**src/rtl/id_stage.sv**
```systemverilog
// Registered RISC-V decode stage: owns the ID/EX pipeline register, resolves
// forwarding, load-use interlock, flush, redirects and illegal-opcode flagging.
module id_stage #(
    parameter int XLEN            = 32,
    parameter int INST_ADDR_W     = 32,
    parameter int LU_STALL_CYCLES = 1
) (
    input  logic                   clk,
    input  logic                   rst_n,
    input  logic                   if_valid_i,
    output logic                   if_ready_o,
    input  logic [INST_ADDR_W-1:0] pc_i,
    input  logic [31:0]            inst_i,
    input  logic                   flush_i,
    input  logic                   ex_ready_i,
    input  logic                   ex_rmem_en_i,
    input  logic                   ex_wreg_en_i,
    input  logic                   mem_wreg_en_i,
    input  logic                   wb_wreg_en_i,
    input  logic [4:0]             ex_wreg_addr_i,
    input  logic [4:0]             mem_wreg_addr_i,
    input  logic [4:0]             wb_wreg_addr_i,
    input  logic [XLEN-1:0]        ex_wreg_data_i,
    input  logic [XLEN-1:0]        mem_wreg_data_i,
    input  logic [XLEN-1:0]        wb_wreg_data_i,
    output logic [4:0]             rs1_addr_o,
    output logic [4:0]             rs2_addr_o,
    input  logic [XLEN-1:0]        rs1_data_i,
    input  logic [XLEN-1:0]        rs2_data_i,
    output logic                   branch_o,
    output logic [INST_ADDR_W-1:0] branch_target_o,
    output logic                   id_valid_o,
    output logic [INST_ADDR_W-1:0] pc_o,
    output logic [6:0]             opcode_o,
    output logic [2:0]             funct3_o,
    output logic [6:0]             funct7_o,
    output logic [XLEN-1:0]        imm_o,
    output logic                   wreg_en_o,
    output logic [4:0]             wreg_addr_o,
    output logic [XLEN-1:0]        rs1_data_o,
    output logic [XLEN-1:0]        rs2_data_o,
    output logic                   wmem_en_o,
    output logic                   rmem_en_o,
    output logic                   illegal_o
);

    typedef enum logic [4:0] {
        OP_LOAD    = 5'b00000,
        OP_STORE   = 5'b01000,
        OP_ALU_IMM = 5'b00100,
        OP_ALU_REG = 5'b01100,
        OP_LUI     = 5'b01101,
        OP_AUIPC   = 5'b00101,
        OP_JAL     = 5'b11011,
        OP_JALR    = 5'b11001,
        OP_BRANCH  = 5'b11000
    } op_group_e;

    localparam logic [2:0] LU_RELOAD = 3'(LU_STALL_CYCLES - 1);

    logic            quad_ok;
    logic [4:0]      opc;
    logic [2:0]      funct3;
    logic            is_load, is_store, is_alu_imm, is_alu_reg, is_lui;
    logic            is_auipc, is_jal, is_jalr, is_branch;
    logic            illegal;
    logic            wreg_en;
    logic            use_rs1, use_rs2;
    logic [31:0]     imm32;
    logic [XLEN-1:0] imm;
    logic [XLEN-1:0] rs1_fwd, rs2_fwd;
    logic [XLEN-1:0] jalr_sum;
    logic            cond, taken;
    logic            hazard, stall, out_ready, fire;
    logic [2:0]      stall_cnt;

    assign quad_ok    = (inst_i[1:0] == 2'b11);
    assign opc        = inst_i[6:2];
    assign funct3     = inst_i[14:12];
    assign rs1_addr_o = inst_i[19:15];
    assign rs2_addr_o = inst_i[24:20];

    assign is_load    = quad_ok && (opc == OP_LOAD);
    assign is_store   = quad_ok && (opc == OP_STORE);
    assign is_alu_imm = quad_ok && (opc == OP_ALU_IMM);
    assign is_alu_reg = quad_ok && (opc == OP_ALU_REG);
    assign is_lui     = quad_ok && (opc == OP_LUI);
    assign is_auipc   = quad_ok && (opc == OP_AUIPC);
    assign is_jal     = quad_ok && (opc == OP_JAL);
    assign is_jalr    = quad_ok && (opc == OP_JALR);
    assign is_branch  = quad_ok && (opc == OP_BRANCH);

    // funct3 010/011 has no branch encoding, so it is treated like an unknown opcode
    assign illegal = ~(is_load | is_store | is_alu_imm | is_alu_reg | is_lui |
                       is_auipc | is_jal | is_jalr | is_branch) |
                     (is_branch & (funct3[2:1] == 2'b01));

    assign wreg_en = ~illegal & (is_alu_reg | is_alu_imm | is_load | is_jalr |
                                 is_lui | is_auipc | is_jal);
    assign use_rs1 = is_alu_reg | is_alu_imm | is_load | is_store | is_branch | is_jalr;
    assign use_rs2 = is_alu_reg | is_store | is_branch;

    always_comb begin
        imm32 = 32'd0;
        if (is_load || is_alu_imm || is_jalr)
            imm32 = {{20{inst_i[31]}}, inst_i[31:20]};
        else if (is_store)
            imm32 = {{20{inst_i[31]}}, inst_i[31:25], inst_i[11:7]};
        else if (is_branch)
            imm32 = {{19{inst_i[31]}}, inst_i[31], inst_i[7], inst_i[30:25], inst_i[11:8], 1'b0};
        else if (is_lui || is_auipc)
            imm32 = {inst_i[31:12], 12'd0};
        else if (is_jal)
            imm32 = {{11{inst_i[31]}}, inst_i[31], inst_i[19:12], inst_i[20], inst_i[30:21], 1'b0};
    end

    generate
        if (XLEN > 32) begin : g_imm_wide
            assign imm = {{(XLEN-32){imm32[31]}}, imm32};
        end else begin : g_imm_narrow
            assign imm = imm32;
        end
    endgenerate

    function automatic logic [XLEN-1:0] forward(
        input logic [4:0]      src,
        input logic [XLEN-1:0] rf_data,
        input logic            ex_en,
        input logic [4:0]      ex_addr,
        input logic [XLEN-1:0] ex_data,
        input logic            mem_en,
        input logic [4:0]      mem_addr,
        input logic [XLEN-1:0] mem_data,
        input logic            wb_en,
        input logic [4:0]      wb_addr,
        input logic [XLEN-1:0] wb_data
    );
        if (src == 5'd0)                      return '0;
        else if (ex_en && ex_addr == src)     return ex_data;
        else if (mem_en && mem_addr == src)   return mem_data;
        else if (wb_en && wb_addr == src)     return wb_data;
        else                                  return rf_data;
    endfunction

    assign rs1_fwd = forward(rs1_addr_o, rs1_data_i,
                             ex_wreg_en_i, ex_wreg_addr_i, ex_wreg_data_i,
                             mem_wreg_en_i, mem_wreg_addr_i, mem_wreg_data_i,
                             wb_wreg_en_i, wb_wreg_addr_i, wb_wreg_data_i);
    assign rs2_fwd = forward(rs2_addr_o, rs2_data_i,
                             ex_wreg_en_i, ex_wreg_addr_i, ex_wreg_data_i,
                             mem_wreg_en_i, mem_wreg_addr_i, mem_wreg_data_i,
                             wb_wreg_en_i, wb_wreg_addr_i, wb_wreg_data_i);

    always_comb begin
        cond = 1'b0;
        case (funct3[2:1])
            2'b00:   cond = (rs1_fwd == rs2_fwd);
            2'b10:   cond = ($signed(rs1_fwd) < $signed(rs2_fwd));
            2'b11:   cond = (rs1_fwd < rs2_fwd);
            default: cond = 1'b0;
        endcase
    end

    assign taken = is_branch & ~illegal & (cond ^ funct3[0]);

    // A load still in EX cannot be forwarded yet; x0 destinations never conflict
    assign hazard = ex_rmem_en_i & ex_wreg_en_i & (ex_wreg_addr_i != 5'd0) & if_valid_i &
                    ((use_rs1 & (ex_wreg_addr_i == rs1_addr_o)) |
                     (use_rs2 & (ex_wreg_addr_i == rs2_addr_o)));
    assign stall     = (stall_cnt != 3'd0) | hazard;
    assign out_ready = ex_ready_i | ~id_valid_o;
    assign if_ready_o = flush_i | (out_ready & ~stall);
    assign fire      = if_valid_i & if_ready_o & ~flush_i;

    assign branch_o = fire & (is_jal | is_jalr | taken);
    assign jalr_sum = rs1_fwd + imm;

    always_comb begin
        branch_target_o = '0;
        if (branch_o) begin
            if (is_jalr) begin
                branch_target_o    = jalr_sum[INST_ADDR_W-1:0];
                branch_target_o[0] = 1'b0;
            end else begin
                branch_target_o = pc_i + imm[INST_ADDR_W-1:0];
            end
        end
    end

    // The cycle that detects the hazard is itself the first bubble
    always_ff @(posedge clk) begin
        if (!rst_n)
            stall_cnt <= 3'd0;
        else if (flush_i)
            stall_cnt <= 3'd0;
        else if (stall_cnt != 3'd0)
            stall_cnt <= stall_cnt - 3'd1;
        else if (hazard)
            stall_cnt <= LU_RELOAD;
    end

    always_ff @(posedge clk) begin
        if (!rst_n) begin
            id_valid_o  <= 1'b0;
            pc_o        <= '0;
            opcode_o    <= 7'd0;
            funct3_o    <= 3'd0;
            funct7_o    <= 7'd0;
            imm_o       <= '0;
            wreg_en_o   <= 1'b0;
            wreg_addr_o <= 5'd0;
            rs1_data_o  <= '0;
            rs2_data_o  <= '0;
            wmem_en_o   <= 1'b0;
            rmem_en_o   <= 1'b0;
            illegal_o   <= 1'b0;
        end else if (flush_i) begin
            id_valid_o <= 1'b0;
        end else if (out_ready) begin
            id_valid_o <= fire;
            if (fire) begin
                pc_o        <= pc_i;
                opcode_o    <= inst_i[6:0];
                funct3_o    <= funct3;
                funct7_o    <= inst_i[31:25];
                imm_o       <= imm;
                wreg_en_o   <= wreg_en;
                wreg_addr_o <= inst_i[11:7];
                rs1_data_o  <= rs1_fwd;
                rs2_data_o  <= rs2_fwd;
                wmem_en_o   <= is_store;
                rmem_en_o   <= is_load;
                illegal_o   <= illegal;
            end
        end
    end

endmodule

```
**config.mk**
```make
export PLATFORM = sky130hd
export DESIGN_NAME = id_stage
export DESIGN_NICKNAME = d
export VERILOG_FILES = /design/src/rtl/id_stage.sv
export SDC_FILE = /design/constraint.sdc
export NUM_CORES = 1
export LEC_CHECK = 0
export ABC_AREA = 1
export CORE_AREA = 4 4 174 176
export DETAILED_ROUTE_END_ITERATION = 16
export DIE_AREA = 0 0 178 180
export GPL_ROUTABILITY_DRIVEN = 1
export PLACE_DENSITY = 0.79
export SLEW_MARGIN = 20
export SYNTH_ARGS = -nofsm -noshare
export SYNTH_HDL_FRONTEND = slang
export SYNTH_SLANG_ARGS = --single-unit
```
**constraint.sdc**
```tcl
create_clock -name clk -period 7.25 [get_ports clk]
set_input_delay 1.0875 -clock clk [delete_from_list [all_inputs] [get_ports clk]]
set_output_delay 1.0875 -clock clk [all_outputs]
set_load 0.01 [all_outputs]
```
==> results of run 1 <==
[final cells by class]
cell class | count | share of cell area [%]
timing repair inverter | 1 | 0.0261
clock inverter | 15 | 0.771
sequential | 158 | 16.5
multi-input combinational | 1668 | 47.5
inverter | 196 | 3.91
timing repair buffer | 516 | 26.5
clock buffer | 17 | 2.22
antenna | 2 | 0.0261
tap | 384 | 2.51
[cells in the mapped netlist (all sizes together) (4+ instances only)]
cell	number	area (um2)
a21oi	222	1110
o21bai	35	263
dfxtp	158	3160
a211oi	6	45.0
a21boi	5	37.5
a21o	4	30.0
o21a	5	37.5
ha	93	1160
a31oi	42	263
xor2	21	184
nor2	332	1410
or2	6	37.5
xnor2	9	78.8
o21ai	312	1580
nand4	17	113
o211ai	31	233
inv	193	727
nand3	80	425
nand2	402	1550
clkbuf	93	349
nor3	15	97.6
buf	21	158
[critical path: cells and delay by family]
family          cells  cell delay, ps
compound gates      5            1240
fa+ha+maj           1             370
buf+inv             5            1610
simple gates       18            1600
[layer usage]
layer / wire (um) / global-route usage (%)
met4: 4190 / 21.2
met1: 24300 / 46.8
met5: 0 / 0
met2: 29600 / 62.7
met3: 6140 / 6.97
[stage by stage]
stage | TNS [ps] | util (%)
after floorplan | 0 | -
after global placement | 0 | 64.2
after detailed placement | 0 | 64.2
after CTS | 0 | 66.3
after global routing | -223 | 66.9
final | 0 | 66.9
[kinds of logic (layout without fill, tap and decap cells)]
| logic type | Yosys count | in the layout | synth area share [%] |
|---|---|---|---|
| adders and majority gates | 95 | 95 | 9.01 |
| xor gates and xnor gates | 30 | 30 | 1.97 |
| buffers and inverters | 310 | 745 | 9.32 |
| AOI/OAI and AO/OA | 682 | 682 | 28.2 |
| and+or+nand+nor | 859 | 859 | 27.6 |
| other | 0 | 2 | 0 |
| DFF | 158 | 158 | 23.7 |
| muxes | 2 | 2 | 0.150 |
[repair_timing]
| action | in CTS | in global routing |
|---|---|---|
| setup endpoints to repair | 15 | 33 |
| resized for setup | 4 | 42 |
| setup buffers | 0 | 4 |
| pin swaps | 0 | 6 |
| cloned | 0 | 1 |
[sequential cells by signal, indices dropped and copies added (netlist names), 3 cells and up]
register     count
funct3_o         3
funct7_o         7
imm_o           32
opcode_o         7
pc_o            32
rs1_data_o      32
rs2_data_o      32
stall_cnt        3
wreg_addr_o      5
[worst paths after layout]
path	start	endpoint	slack [ps]	depth (start not counted)
setup / recovery	inst_i[15]	branch_target_o[21]	220	29
hold / removal	rs1_data_o[8]	rs1_data_o[8]	460	2
setup reg to reg	stall_cnt[0]	wreg_en_o	3750	10
hold reg to reg	rs1_data_o[8]	rs1_data_o[8]	460	2
[power breakdown]
| group | switching [uW] | internal [uW] |
|---|---|---|
| logic | 531 | 409 |
| clock network | 431 | 456 |
| registers | 33.0 | 921 |
| total | 995 | 1790 |
==> impl_metrics.json, run 1 <==
{
  "grt_max_degree": 121,
  "synth_area_per_cell_um2": 6.26,
  "ys_seq_area_share_pct": 23.7,
  "netlist_instances": 2136,
  "finalWorstSetupSlack_ps": 218,
  "die_height_um": 180,
  "fin_skew_ps": 11.5,
  "min_period_ps": 7030,
  "worstPathArrival_ps": 5940,
  "cts-hold-fix-buffers": 0,
  "fin_crit_sh_pct": 97.0,
  "yosys.cell_types.count": 59,
  "clock-sinks": 158,
  "synth_fp_nets": 2479,
  "placementRows": 62,
  "synth_edf_count": 0,
  "syn2layout_area_growth_pct": 43.4,
  "hold_ws_ps": 463,
  "ctsRootBufferMaster": "clkbuf_16",
  "ys_warn_count": 0,
  "power.total_uw": 2780,
  "final_common_cell": "clkdlybuf4s50_1",
  "avgViaCountPerCell": 5.85,
  "ys_ff_latch": 158,
  "n_fill_cell": 2390,
  "placed_area_um2": 18400,
  "cts_max_level": 4,
  "drc": 0,
  "critPathMaxFanout": 15,
  "fp.coreArea_um2": 28600,
  "cpMaxStageDelayCell": "clkdlybuf4s50_1",
  "ios": 447,
  "peakVddDrop_mv": 0.119,
  "start_util_pct": 46.7,
  "fin_nets": 2901,
  "numCtsBuffers": 17,
  "finalMaxSlewViolations": 0,
  "synth_async_sr_flop_share_pct": 0,
  "crit_path_start_kind": "input pin",
  "drv_cap": 0,
  "ant_nets": 0,
  "worst-setup-path-type": "in -> out",
  "syn-cell-area_um2": 13400,
  "clock_path_buffers": 2,
  "status": "completed",
  "place_inst": 2918,
  "grt_pass1_wl_mm": 95.5,
  "cpMostUsedCell": "nand2_1",
  "p_leak_uw": 0.00865,
  "overflow": 0,
  "place_ws_ps": 23.8,
  "dp_hpwl_mm": 51.5,
  "setup_viol": 0,
  "globalplace.congestion": 1.02,
  "final_cells": 2957,
  "clock.fmax_mhz": 142,
  "fp.dieArea_um2": 32000,
  "max_stage_delay_ps": 580,
  "hold_violations": 0,
  "portBuffers": 446,
  "wl_mm": 64.2,
  "powerDensity_nw_per_um2": 145,
  "hold_path_class": "reg -> reg",
  "synth_flop_cell": "dfxtp_1",
  "multi_input_area_um2": 9100,
  "vias": 17300,
  "cts_tree": "yes",
  "final_area_um2": 19200,
  "regArea_um2": 3160,
  "grtUsageTotal_pct": 38.1,
  "slew_headroom_pct": 24.3,
  "detail_route.wl_per_cell_um": 21.7,
  "clkLatencyLatePin_ps": 440,
  "mostFrequentLayoutCells": "clkdlybuf4s50_1, nand2_1, nor2_1",
  "initialDrtViolationCount": 1991,
  "path_clk_slew_ps": 70,
  "cp.required_ps": 6160,
  "die_w_um": 178,
  "cp-end-kind": "output port",
  "grt_pass1_vias": 16800,
  "first_pass_iters": 8,
  "drive_above_1_share_pct": 7.86,
  "worst_pin_slew_ps": 1140,
  "antenna_found_initial": 2
}
Note: power is estimated with default switching activity, not from simulation.
==> run 2, diff against run 1 <==
--- a/config.mk
+++ b/config.mk
@@ -6,9 +6,9 @@
 export NUM_CORES = 1
 export LEC_CHECK = 0
 export ABC_AREA = 1
-export CORE_AREA = 4 4 174 176
+export CORE_AREA = 2 2 172 174
 export DETAILED_ROUTE_END_ITERATION = 16
-export DIE_AREA = 0 0 178 180
+export DIE_AREA = 0 0 174 176
 export GPL_ROUTABILITY_DRIVEN = 1
 export PLACE_DENSITY = 0.79
 export SLEW_MARGIN = 20
==> impl_metrics.json, run 2 (synthesized netlist as in run 1, its figures left out) <==
{
  "status": "completed",
  "first_pass_iters": 8,
  "fp.dieArea_um2": 30600,
  "clkLatencyLatePin_ps": 450,
  "ctsRootBufferMaster": "clkbuf_16",
  "cts_max_level": 4,
  "cpMostUsedCell": "nand2_1",
  "wl_mm": 65.1,
  "critPathMaxFanout": 15,
  "cts_tree": "yes",
  "cpMaxStageDelayCell": "clkdlybuf4s50_1",
  "vias": 17400,
  "die_w_um": 174,
  "antenna_found_initial": 4,
  "ant_nets": 0,
  "slew_headroom_pct": 29.3,
  "placementRows": 62,
  "grt_use_met1_pct": 48.8,
  "syn2layout_area_growth_pct": 44.8,
  "hold_ws_ps": 471,
  "initialDrtViolationCount": 1896,
  "cp.required_ps": 6160,
  "grtUsageTotal_pct": 40.8,
  "portBuffers": 446,
  "drv_cap": 0,
  "dp_hpwl_mm": 51.8,
  "grt_max_degree": 121,
  "fin_nets": 2927,
  "fin_skew_ps": 11.2,
  "hold_path_class": "reg -> reg",
  "busiest_layer": "met2",
  "globalplace.congestion": 1.01,
  "overflow": 0,
  "hold_violations": 0,
  "fp.coreArea_um2": 28500,
  "setup_viol": 0,
  "numCtsBuffers": 17,
  "crit_path_start_kind": "input pin",
  "cp-end-kind": "output port",
  "path_clk_slew_ps": 60,
  "clock-sinks": 158,
  "max_stage_delay_ps": 610,
  "finalWorstSetupSlack_ps": 217,
  "mostFrequentLayoutCells": "clkdlybuf4s50_1, nand2_1, nor2_1",
  "peakVddDrop_mv": 0.105,
  "finalMaxSlewViolations": 0,
  "ios": 447,
  "fin_crit_sh_pct": 97.0,
  "worst-setup-path-type": "in -> out",
  "min_period_ps": 7030,
  "die_height_um": 176,
  "worstPathArrival_ps": 5950,
  "start_util_pct": 46.8,
  "final_area_um2": 19400,
  "grt_util_met2_pct": 68.4,
  "p_leak_uw": 0.00876,
  "placed_area_um2": 18500,
  "grt_pass1_vias": 16600,
  "grt_pass1_wl_mm": 95.9,
  "final_common_cell": "clkdlybuf4s50_1",
  "detail_route.wl_per_cell_um": 21.8,
  "avgViaCountPerCell": 5.84,
  "clock.fmax_mhz": 142,
  "worst_pin_slew_ps": 1060,
  "clock_path_buffers": 2,
  "powerDensity_nw_per_um2": 147,
  "use_met3_pct": 7.99,
  "drc": 0,
  "drive_above_1_share_pct": 8.93,
  "place_ws_ps": -225
}
-- run 2: metrics by stage --
step	cells	total power [uW]	TNS [ps]	util, %
6_report	2986	2850	0	67.8
4_1_cts	2965	2820	0	66.8
5_1_grt	2984	2960	-149	67.8
3_3_place_gp	2933	1870	-1440	64.7
3_5_place_dp	2933	1880	-1740	64.7
2_1_floorplan	2136	1410	0	-
-- run 2: timing repair --
item / in CTS / in global routing
resized for setup: 5 / 43
hold endpoints to repair: 0 / 0
setup buffers: 0 / 16
setup endpoints to repair: 18 / 33
pin swaps: 1 / 8
hold buffers: 0 / 0
-- run 2: worst paths after layout --
check,from,end,slack [ps],cells past startpoint
worst max-delay path,inst_i[19],branch_target_o[10],220,31
worst max register to register,stall_cnt[0],rs2_data_o[30],3690,13
worst min register to register,rs1_data_o[29],rs1_data_o[29],470,2
worst min-delay path,rs1_data_o[29],rs1_data_o[29],470,2
-- run 2: final cells by class --
class,instances,area (um2)
diodes,5,12.5
inverters,196,748
clock buffers,19,453
repair buffers,543,5260
clock inverters,13,153
flip-flops and latches,158,3160
fillers,2473,9190
well taps,384,480
multi-input cells,1668,9090
-- run 2: worst max-delay path: cells and delay by family --
| family | cells | cell delay, ps |
|---|---|---|
| compound gates | 6 | 1180 |
| buf+inv | 7 | 1830 |
| fa+ha+maj | 1 | 300 |
| simple gates | 17 | 1500 |
-- run 2: per-layer routing --
metal | vias up | wire length [um]
li1 | 8098 | -
met4 | 2 | 4090
met1 | 7962 | 24600
met5 | - | 16
met3 | 230 | 6330
met2 | 1140 | 30000
-- run 2: report_power, final --
| group | switching (uW) | internal, uW | total, uW |
|---|---|---|---|
| combinational | 534 | 416 | 950 |
| sequential | 33.5 | 921 | 955 |
| clock | 415 | 534 | 949 |
